File: config.mk
export PLATFORM = sky130hd
export DESIGN_NAME = pipe_hazard_ctrl
export DESIGN_NICKNAME = d
export VERILOG_FILES = /design/src/rtl/riscv_pipe_pkg.sv /design/src/rtl/pipe_fwd_unit.sv /design/src/rtl/pipe_hazard_ctrl.sv
export SDC_FILE = /design/constraint.sdc
export NUM_CORES = 1
export LEC_CHECK = 0
export CAP_MARGIN = 20
export CORE_ASPECT_RATIO = 0.7
export CORE_MARGIN = 8
export CORE_UTILIZATION = 41
export DETAILED_ROUTE_END_ITERATION = 8
export PLACE_DENSITY = 0.86
export SYNTH_ARGS = -nofsm -noshare
export SYNTH_HDL_FRONTEND = slang
export SYNTH_SLANG_ARGS = --single-unit
File: constraint.sdc
create_clock -name clk -period 2.8 [get_ports clk]
set_input_delay 0.7 -clock clk [delete_from_list [all_inputs] [get_ports clk]]
set_output_delay 0.7 -clock clk [all_outputs]
set_load 0.01 [all_outputs]
File: src/rtl/riscv_pipe_pkg.sv
// riscv_pipe_pkg: shared encodings for the pipeline hazard control block
package riscv_pipe_pkg;
  localparam logic [1:0] RES_ALU = 2'b00, RES_LOAD = 2'b01, RES_PC4 = 2'b10;
  localparam logic [1:0] FWD_RF = 2'b00, FWD_W = 2'b01, FWD_M = 2'b10;
  typedef enum logic [1:0] {RUN, MEM_WAIT, ERROR} state_t;
  function automatic logic [1:0] fwd_sel(input logic [4:0] rs, input logic [4:0] rd_m, input logic wr_m,
                                         input logic [4:0] rd_w, input logic wr_w);
    return (wr_m && rd_m != 5'd0 && rd_m == rs) ? FWD_M :
           (wr_w && rd_w != 5'd0 && rd_w == rs) ? FWD_W : FWD_RF;
  endfunction
endpackage

File: src/rtl/pipe_fwd_unit.sv
// pipe_fwd_unit: E-stage operand forwarding selects, M result wins over W
module pipe_fwd_unit
  import riscv_pipe_pkg::*;
(
  input  logic [4:0] rs1_e,
  input  logic [4:0] rs2_e,
  input  logic [4:0] rd_m,
  input  logic       reg_write_m,
  input  logic [4:0] rd_w,
  input  logic       reg_write_w,
  output logic [1:0] fwd_a_e,
  output logic [1:0] fwd_b_e
);
  always_comb begin
    fwd_a_e = fwd_sel(rs1_e, rd_m, reg_write_m, rd_w, reg_write_w);
    fwd_b_e = fwd_sel(rs2_e, rd_m, reg_write_m, rd_w, reg_write_w);
  end
endmodule

File: src/rtl/pipe_hazard_ctrl.sv
// pipe_hazard_ctrl: pipeline register enables/flushes, forwarding and data-memory wait FSM
module pipe_hazard_ctrl
  import riscv_pipe_pkg::*;
#(
  parameter int MEM_TIMEOUT = 255,
  parameter int CNT_W       = 32
) (
  input  logic             clk,
  input  logic             reset,
  input  logic [4:0]       rs1_d,
  input  logic [4:0]       rs2_d,
  input  logic [4:0]       rs1_e,
  input  logic [4:0]       rs2_e,
  input  logic [4:0]       rd_e,
  input  logic [1:0]       result_src_e,
  input  logic             pc_src_e,
  input  logic [4:0]       rd_m,
  input  logic             reg_write_m,
  input  logic             mem_req_m,
  input  logic             mem_ready,
  input  logic [4:0]       rd_w,
  input  logic             reg_write_w,
  output logic             we_f,
  output logic             we_d,
  output logic             we_e,
  output logic             we_m,
  output logic             we_w,
  output logic             flush_d,
  output logic             flush_e,
  output logic [1:0]       fwd_a_e,
  output logic [1:0]       fwd_b_e,
  output logic             mem_error,
  output logic [CNT_W-1:0] stall_cycles
);
  localparam int WAIT_W = $clog2(MEM_TIMEOUT + 1);
  state_t            state_q, state_d;
  logic [WAIT_W-1:0] wait_cnt_q, wait_cnt_d;
  logic              mem_error_q, mem_error_d;
  logic [CNT_W-1:0]  stall_q, stall_d;
  logic [1:0]        fa, fb;
  logic              mem_busy, load_use, adv;
  pipe_fwd_unit u_fwd (
    .rs1_e(rs1_e), .rs2_e(rs2_e), .rd_m(rd_m), .reg_write_m(reg_write_m),
    .rd_w(rd_w), .reg_write_w(reg_write_w), .fwd_a_e(fa), .fwd_b_e(fb)
  );
  // adv: the pipeline moves this cycle (RUN without a miss, or the wait release cycle)
  always_comb begin
    mem_busy  = mem_req_m & ~mem_ready;
    load_use  = result_src_e == RES_LOAD && rd_e != 5'd0 && (rd_e == rs1_d || rd_e == rs2_d);
    adv       = ~reset & ((state_q == RUN & ~mem_busy) | (state_q == MEM_WAIT & mem_ready));
    we_f      = adv & (pc_src_e | ~load_use);
    we_d      = we_f;
    we_e      = adv;
    we_m      = adv;
    we_w      = adv;
    flush_d   = adv & pc_src_e;
    flush_e   = adv & (pc_src_e | load_use);
    fwd_a_e   = reset ? FWD_RF : fa;
    fwd_b_e   = reset ? FWD_RF : fb;
    mem_error = mem_error_q;
    stall_cycles = stall_q;
    stall_d   = (~we_f && ~&stall_q) ? stall_q + CNT_W'(1) : stall_q;
  end
  always_comb begin
    state_d     = state_q;
    wait_cnt_d  = wait_cnt_q;
    mem_error_d = mem_error_q;
    case (state_q)
      RUN: if (mem_busy) begin
        state_d    = MEM_WAIT;
        wait_cnt_d = WAIT_W'(1);
      end
      MEM_WAIT: if (mem_ready) begin
        state_d    = RUN;
        wait_cnt_d = '0;
      end else if (wait_cnt_q == WAIT_W'(MEM_TIMEOUT)) begin
        state_d     = ERROR;
        mem_error_d = 1'b1;
      end else wait_cnt_d = wait_cnt_q + WAIT_W'(1);
      default: state_d = ERROR;
    endcase
  end
  always_ff @(posedge clk or posedge reset) begin
    if (reset) begin
      state_q     <= RUN;
      wait_cnt_q  <= '0;
      mem_error_q <= 1'b0;
      stall_q     <= '0;
    end else begin
      state_q     <= state_d;
      wait_cnt_q  <= wait_cnt_d;
      mem_error_q <= mem_error_d;
      stall_q     <= stall_d;
    end
  end
endmodule

==> results of run 1 <==
==> logic make-up after synthesis <==
| kind of cell | Yosys count |
|---|---|
| adder cells (fa/ha/maj) | 2 |
| AO/OA/AOI/OAI | 18 |
| AND/OR/NAND/NOR | 120 |
| multiplexers | 1 |
| flip-flops | 43 |
| XOR/XNOR | 67 |
| buffers and inverters | 14 |
==> what timing repair did <==
item                                    in CTS  in global routing
gates cloned                                 0                  0
gates resized for setup                     54                 24
pin swaps                                   13                 11
endpoints found under the setup margin      11                  8
setup buffers                                1                  1
==> how the worst max path moves through the flow <==
stage                     cells past startpoint  startpoint    endpoint  slack, ns
after floorplan                               6   mem_ready        we_f       0.11
after global placement                        6     rd_m[1]  fwd_b_e[0]      -0.59
after detailed placement                      6     rd_m[1]  fwd_b_e[0]      -0.68
after CTS                                     6     rd_m[4]  fwd_b_e[0]     0.0004
after global routing                          7     rd_e[0]        we_f      -0.02
final                                         6     rd_m[2]  fwd_b_e[0]       0.04
==> layout by cell type, fill, tap and decap left out, drive strengths merged, types with 12 or more instances in the layout <==
cell type	synthesis	routed
dlygate4sd2	0	12
xnor2	46	46
nor2	19	19
clkdlybuf4s50	0	53
buf	6	27
nand4	21	21
nand3	21	21
nor3	15	15
xor2	21	21
nand2	22	22
dfrtp	43	43
==> registers in the layout, indices dropped and copies added, names as in the netlist <==
name and count:
stall_cycles 32, wait_cnt_q 8, state_q 2, mem_error 1
==> worst max-delay path, delay by kind of cell <==
family | cells | cell delay, ns
buffers and inverters | 2 | 0.35
AOI/OAI and AO/OA | 1 | 0.19
and+or+nand+nor | 3 | 0.81
==> area by class of cell <==
type                            instances  area, um2  share of cell area (%)
Multi-Input combinational cell        208       1450                    37.9
Clock buffer                            6       72.6                    1.90
Timing Repair Buffer                  109       1040                    27.3
Tap cell                               78       97.6                    2.55
Sequential cell                        43       1080                    28.1
Inverter                                6       26.3                   0.687
Clock inverter                          2       60.1                    1.57
==> metal layers <==
metal  GRT usage (%)  vias to the layer above  part of all wire (%)
met3            4.86                       10                   7.4
met4            4.77                        0                   1.5
met5               0                        -                     0
met1            20.6                     1165                    43
met2            27.1                       80                    48
li1                -                     1134                     -
==> through the flow <==
step	worst slack (ns)	total power, mW	util, %
floorplan	0.107	0.993	-
global placement	-0.593	1.25	59.0
detailed placement	-0.679	1.27	59.0
CTS	0.000409	1.85	61.3
global route	-0.0177	1.94	62.5
finish	0.0367	1.84	62.5
==> power groups by stage <==
| stage | clock, mW | combinational [mW] | sequential, mW |
|---|---|---|---|
| 6_report | 0.578 | 0.474 | 0.787 |
| 4_1_cts | 0.589 | 0.474 | 0.788 |
| 5_1_grt | 0.615 | 0.518 | 0.803 |
| 3_5_place_dp | 0 | 0.473 | 0.798 |
| 3_3_place_gp | 0 | 0.456 | 0.798 |
| 2_1_floorplan | 0 | 0.196 | 0.797 |
==> results.yml, run 1 <==
logic_synthesis:
  yosys_warnings: 0
  avgSynthCellArea_um2: 9.60
  syn_area_mm2: 0.00254
  yosys.area.top_type_share_pct: 42.3
  synthTopCellsByArea: "dfrtp_1, xnor2_1, xor2_1"
  synth_compound_area_share_pct: 5.41
  syn_nets: 311
  synth_top_cell_by_area: "dfrtp_1"
  yosys_most_used_dff: "dfrtp_1"
  synthCells: 265
  async_reset_ff_share_pct: 100
  synthAdderAreaFrac_pct: 0.983
  synth_edf_count: 0
  ys_types: 38
  yosys-top-cells-count: "xnor2_1, dfrtp_1, nand2_1"
  synthMuxAreaShare_pct: 0.442
  synth_top_family_by_area: "simple AND/OR/NAND/NOR gates"
  synthSimpleGateAreaFrac_pct: 24.4
  synth_most_common_cell: "xnor2_1"
  synth-seq-cells: 43
  synth_xor_area_share_pct: 23.1
  seq_area_frac_synth_pct: 42.3
timing:
  fin_crit_sh_pct: 98.7
  tightestPinTransition_ns: 0.537
  tns_ns: 0
  finClkSkew_ns: 0.0122
  finalMaxSlewViolations: 0
  fmax_mhz: 362
  holdWs_ns: 0.484
  finalCriticalPeriod_ns: 2.76
  hold_violations: 0
  setup_viol: 0
  maxSlewHeadroom_pct: 64.2
clock_tree:
  path_clk_slew_ns: 0.07
  cts_buffer_depth: 2
  cts_tree: "done"
  clock_latency_ns: 0.31
  h-tree-depth: 2
  cts_buffers: 5
  ctsHoldBuffers: 0
  cts-root-buf: "clkbuf_8"
  cts_sinks: 43
die:
  dieArea_mm2: 0.00902
  start_util_pct: 41.5
  core_area_mm2: 0.00613
  ios: 88
  rows: 24
  die_w_um: 110
  die_h_um: 81.9
placement:
  postPlaceCellArea_mm2: 0.00362
  hpwl_mm: 5.62
  gp_congestion: 0.842
  dpl.cell_count: 442
  port_buffers: 87
critical_path:
  arrival_ns: 2.06
  worstSetupEndpointType: "output port"
  r2r-end: "stall_cycles[22]$_DFFE_PP0P_"
  crit_type: "in2out"
  start_kind: "input pin"
  reg2reg_depth: 7
  worst_ep_required_time_ns: 2.10
  critical_path.max_fanout: 3
  cpPeakStageDelay_ns: 0.54
  crit_chain: "clkdlybuf4s15_1, or4_4, o21ai_4, nor3_2, nor3_1, buf_2"
  crit_slowest_cell: "or4_4"
  worstReg2RegStart: "stall_cycles[8]$_DFFE_PP0P_"
  r2r_setup_slack_ns: 0.71
finish:
  nNetsFinal: 419
  fin_cells: 452
  nFillCells: 513
  final_area_mm2: 0.00383
  area_delta_synth_final_pct: 50.3
  drive_gt1_share_pct: 15.5
  n_antenna_cell: 0
power:
  p_int_mw: 1.31
  pwr-share-clk_pct: 31.4
  peakVddDrop_mv: 0.293
  switchingPower_mw: 0.534
  p_leak_nw: 1.67
  power.density_mw_per_mm2: 481
  swShare_pct: 29.0
  seq_power_share_pct: 42.8
  p_comb_share_pct: 25.8
global_routing:
  first_global_vias: 2483
  grt.total_usage_pct: 16.5
  grt_max_degree: 44
  grt_pass1_wl_mm: 11.9
  antenna_found_initial: 0
  overflow: 0
detailed_routing:
  firstDrtPassIters: 4
  vias: 2389
  viasPerCell: 5.29
  ant_nets: 0
  drtIter0Drc: 56
  drt-total-wl_mm: 7.19
  drt-wirelength-per-cell_um: 15.9
  drcViolationCount: 0
min_path:
  hold_class: "reg2reg"
  hp-start: "mem_error$_DFFE_PP0P_"
  min_to: "mem_error$_DFFE_PP0P_"
  holdPathStages: 1
job:
  cap_violations: 0
run_status:
  status: "completed"
(Power assumes the default switching activity.)
==> inputs of run 2 (changes only) <==
--- a/config.mk
+++ b/config.mk
@@ -5,12 +5,14 @@
 export SDC_FILE = /design/constraint.sdc
 export NUM_CORES = 1
 export LEC_CHECK = 0
+export ABC_CLOCK_PERIOD_IN_PS = 2800
 export CAP_MARGIN = 20
 export CORE_ASPECT_RATIO = 0.7
 export CORE_MARGIN = 8
-export CORE_UTILIZATION = 41
+export CORE_UTILIZATION = 38
 export DETAILED_ROUTE_END_ITERATION = 8
-export PLACE_DENSITY = 0.86
+export PLACE_DENSITY = 0.82
+export SLEW_MARGIN = 0
 export SYNTH_ARGS = -nofsm -noshare
 export SYNTH_HDL_FRONTEND = slang
 export SYNTH_SLANG_ARGS = --single-unit
==> results.yml, run 2 (synthesis results as in run 1) <==
finish:
  largest_reg_flops: 32
  drive_gt1_share_pct: 15.9
  final_util_pct: 58.6
  final_cell_mix: "clkdlybuf4s50_1, xnor2_1, dfrtp_1"
  area_delta_synth_final_pct: 52.7
  final_common_cell: "clkdlybuf4s50_1"
  n_antenna_cell: 0
  nNetsFinal: 423
critical_path:
  worst_ep_required_time_ns: 2.10
  r2r-end: "stall_cycles[1]$_DFFE_PP0P_"
  start_kind: "input pin"
  arrival_ns: 2.05
  reg2reg_depth: 13
  r2r_setup_slack_ns: 0.37
  critical_path.max_fanout: 2
  worstReg2RegStart: "state_q[0]$_DFFE_PP0P_"
  crit_type: "in2out"
  worstSetupEndpointType: "output port"
die:
  core_area_mm2: 0.00663
  die_w_um: 114
  rows: 25
  ios: 88
  dieArea_mm2: 0.00961
  die_h_um: 84.5
  start_util_pct: 38.4
power:
  pwr-share-clk_pct: 30.7
  switchingPower_mw: 0.527
  seq_power_share_pct: 42.8
  swShare_pct: 28.6
  p_leak_nw: 1.66
  peakVddDrop_mv: 0.328
  p_int_mw: 1.32
  power.density_mw_per_mm2: 474
  p_comb_share_pct: 26.5
global_routing:
  grt.total_usage_pct: 14.8
  grt_pass1_wl_mm: 11.8
  overflow: 0
  grt_max_degree: 44
  first_global_vias: 2534
  antenna_found_initial: 0
min_path:
  hold_class: "reg2reg"
  min_to: "mem_error$_DFFE_PP0P_"
  hp-start: "mem_error$_DFFE_PP0P_"
  holdPathStages: 1
timing:
  finalMaxSlewViolations: 0
  hold_violations: 0
  fin_crit_sh_pct: 98.2
  holdWs_ns: 0.475
  finClkSkew_ns: 0.0105
  setup_viol: 0
  tightestPinTransition_ns: 0.535
  fmax_mhz: 364
  maxSlewHeadroom_pct: 64.4
  finalCriticalPeriod_ns: 2.75
clock_tree:
  path_clk_slew_ns: 0.08
  cts-root-buf: "clkbuf_8"
  cts_buffer_depth: 2
  cts_tree: "done"
  h-tree-depth: 2
  cts_sinks: 43
  clock_latency_ns: 0.29
  cts_buffers: 5
  ctsHoldBuffers: 0
detailed_routing:
  drt-wirelength-per-cell_um: 15.3
  firstDrtPassIters: 4
  drt-total-wl_mm: 7.24
  drcViolationCount: 0
  drtIter0Drc: 101
  ant_nets: 0
  vias: 2371
  viasPerCell: 5.02
job:
  cap_violations: 0
placement:
  port_buffers: 87
  hpwl_mm: 5.40
  gp_congestion: 0.841
run_status:
  status: "completed"
## run 2: repair_timing
action                                  CTS  global route
pin swaps                                10            11
gates cloned                              0             2
setup buffers                             5             1
endpoints found under the setup margin   11            23
resized for setup                        49            14
## run 2: cell type report
class / instances / area, um2
Sequential cell: 43 / 1080
Clock inverter: 2 / 60.1
Multi-Input combinational cell: 208 / 1450
Inverter: 6 / 26.3
Timing Repair Buffer: 113 / 1080
Clock buffer: 6 / 72.6
Tap cell: 94 / 118
Fill cell: 565 / 2750
## run 2: worst max-delay path, stage by stage
cell and delay (ns):
clkdlybuf4s50_1 0.43, xor2_1 0.16, nor3_2 0.19, a22oi_2 0.08, o31ai_2 0.25, inv_1 0.08, buf_2 0.15
## run 2: layer usage
layer	wire length, um	track usage, %	vias to the layer above
met2	3440	24.3	93
li1	-	-	1146
met3	543	4.94	2
met5	0	0	-
met4	29	4.21	0
met1	3230	18.1	1130
## run 2: how the worst max path moves through the flow
stage               cells past startpoint  slack, ns      start                      endpoint
floorplan                               6       0.11  mem_ready                          we_f
global placement                        6      -0.65    rd_m[1]                    fwd_b_e[0]
detailed placement                      6      -0.65    rd_m[1]                    fwd_a_e[0]
CTS                                     6      0.005    rd_m[4]                    fwd_a_e[1]
global route                           13      -0.03   rs2_d[2]  stall_cycles[20]$_DFFE_PP0P_
finish                                  7       0.05   rs2_d[2]                          we_f
## run 2: power groups by stage
stage | clock network, mW | registers (mW) | logic, mW
6_report | 0.567 | 0.789 | 0.488
5_1_grt | 0.607 | 0.800 | 0.530
4_1_cts | 0.577 | 0.787 | 0.473
3_5_place_dp | 0 | 0.797 | 0.472
3_3_place_gp | 0 | 0.795 | 0.457
2_1_floorplan | 0 | 0.797 | 0.196
## run 2: metrics by stage
step / cells / setup slack [ns] / area, um2 / TNS, ns / total power, mW
global route: 472 / -0.0255 / 3880 / -0.131 / 1.94
finish: 472 / 0.0497 / 3880 / 0 / 1.84
floorplan: 265 / 0.107 / 2550 / 0 / 0.993
global placement: 456 / -0.652 / 3630 / -4.15 / 1.25
CTS: 469 / 0.00548 / 3790 / 0 / 1.84
detailed placement: 456 / -0.654 / 3630 / -6.33 / 1.27
==> inputs of run 3 (changes only) <==
--- a/config.mk
+++ b/config.mk
@@ -5,13 +5,13 @@
 export SDC_FILE = /design/constraint.sdc
 export NUM_CORES = 1
 export LEC_CHECK = 0
-export ABC_CLOCK_PERIOD_IN_PS = 2800
+export ABC_CLOCK_PERIOD_IN_PS = 3100
 export CAP_MARGIN = 20
 export CORE_ASPECT_RATIO = 0.7
 export CORE_MARGIN = 8
 export CORE_UTILIZATION = 38
 export DETAILED_ROUTE_END_ITERATION = 8
-export PLACE_DENSITY = 0.82
+export PLACE_DENSITY = 0.79
 export SLEW_MARGIN = 0
 export SYNTH_ARGS = -nofsm -noshare
 export SYNTH_HDL_FRONTEND = slang
==> constraint.sdc (replaced) <==
create_clock -name clk -period 3.1 [get_ports clk]
set_input_delay 0.775 -clock clk [delete_from_list [all_inputs] [get_ports clk]]
set_output_delay 0.775 -clock clk [all_outputs]
set_load 0.01 [all_outputs]
==> results.yml, run 3 (synthesis results as in run 1) <==
die:
  ios: 88
  die_w_um: 114
  start_util_pct: 38.4
  rows: 25
  core_area_mm2: 0.00663
  die_h_um: 84.5
  dieArea_mm2: 0.00961
clock_tree:
  cts_buffer_depth: 2
  ctsHoldBuffers: 0
  path_clk_slew_ns: 0.08
  h-tree-depth: 2
  cts_buffers: 5
  cts_sinks: 43
  cts_tree: "done"
  clock_latency_ns: 0.29
  cts-root-buf: "clkbuf_8"
power:
  total_power_mw: 1.67
  peakVddDrop_mv: 0.206
  power.density_mw_per_mm2: 424
  p_leak_nw: 1.73
placement:
  gp_congestion: 0.874
  dpl.cell_count: 458
  hpwl_mm: 5.51
  place_ws_ns: -0.473
  port_buffers: 87
global_routing:
  grt_pass1_wl_mm: 11.9
  grt_max_degree: 44
  first_global_vias: 2534
  antenna_found_initial: 0
  overflow: 0
  grt.total_usage_pct: 15.0
run_status:
  status: "completed"
detailed_routing:
  ant_nets: 0
  firstDrtPassIters: 4
  drt-total-wl_mm: 7.45
  drtIter0Drc: 158
  drt-wirelength-per-cell_um: 15.7
  drcViolationCount: 0
  viasPerCell: 5.03
  vias: 2396
min_path:
  min_to: "stall_cycles[22]$_DFFE_PP0P_"
  holdPathStages: 1
  hold_class: "reg2reg"
  hp-start: "stall_cycles[22]$_DFFE_PP0P_"
finish:
  n_antenna_cell: 0
  area_delta_synth_final_pct: 55.2
  final_util_pct: 59.6
  fin_cells: 476
  largest_reg_flops: 32
  drive_gt1_share_pct: 15.4
  final_common_cell: "clkdlybuf4s50_1"
  nNetsFinal: 427
  final_cell_mix: "clkdlybuf4s50_1, xnor2_1, dfrtp_1"
critical_path:
  worstSetupEndpointType: "output port"
  worstReg2RegStart: "state_q[0]$_DFFE_PP0P_"
  reg2reg_depth: 14
  crit_type: "in2out"
  critical_path.max_fanout: 2
  arrival_ns: 2.29
  start_kind: "input pin"
  r2r-end: "stall_cycles[1]$_DFFE_PP0P_"
  worst_ep_required_time_ns: 2.32
  crit_path_start: "rd_w[0]"
  r2r_setup_slack_ns: 0.53
timing:
  finalCriticalPeriod_ns: 3.06
  holdWs_ns: 0.486
  finalMaxSlewViolations: 0
  setup_viol: 0
  maxSlewHeadroom_pct: 64.8
  tightestPinTransition_ns: 0.528
  fin_crit_sh_pct: 98.7
  hold_violations: 0
  fmax_mhz: 327
  finClkSkew_ns: 0.00614
  timing.final.ws_setup_ns: 0.0399
job:
  cap_violations: 0
[run 3: metal layers]
metal  wire (um)  track usage, %  share of wire [%]
met1        3300            18.6                 44
met3         563            5.01                7.6
met5           0               0                  0
met4          85            4.69                1.1
met2        3500            24.2                 47
[run 3: power breakdown]
part           internal (mW)  switching [mW]  leakage (nW)  total (mW)
Clock                  0.322           0.189        0.0654       0.511
Combinational          0.258           0.189          1.09       0.447
Sequential             0.617          0.0986         0.579       0.716
Total                   1.20           0.477          1.73        1.67
[run 3: area by class of cell]
type,instances,area [um2]
Timing Repair Buffer,117,1180
Tap cell,94,118
Clock inverter,2,60.1
Multi-Input combinational cell,208,1430
Sequential cell,43,1080
Inverter,6,22.5
Fill cell,567,2680
Clock buffer,6,72.6
[run 3: stage by stage]
stage,TNS (ns),cell area (um2)
final,0,3950
after global routing,-0.0806,3950
after CTS,-0.00609,3810
after detailed placement,-2.64,3630
after global placement,-2.51,3630
after floorplan,0,2540
[run 3: worst max path at each step]
stage / endpoint / slack [ns] / cells after the start
final: fwd_a_e[0] / 0.04 / 5
after global routing: stall_cycles[28]$_DFFE_PP0P_ / -0.03 / 15
after CTS: fwd_a_e[0] / -0.006 / 6
after detailed placement: fwd_a_e[0] / -0.47 / 6
after global placement: fwd_b_e[0] / -0.44 / 6
after floorplan: fwd_a_e[0] / 0.03 / 3
[run 3: worst max-delay path, stage by stage]
cell and delay [ns]:
clkdlybuf4s50_1 0.42, or4_1 0.54, o211ai_1 0.29, nor3_1 0.11
buf_2 0.15
[run 3: repair_timing]
item,CTS,global route
pin swaps,6,10
resized for setup,35,19
cloned,0,3
buffers inserted,5,2
endpoints found under the setup margin,11,35
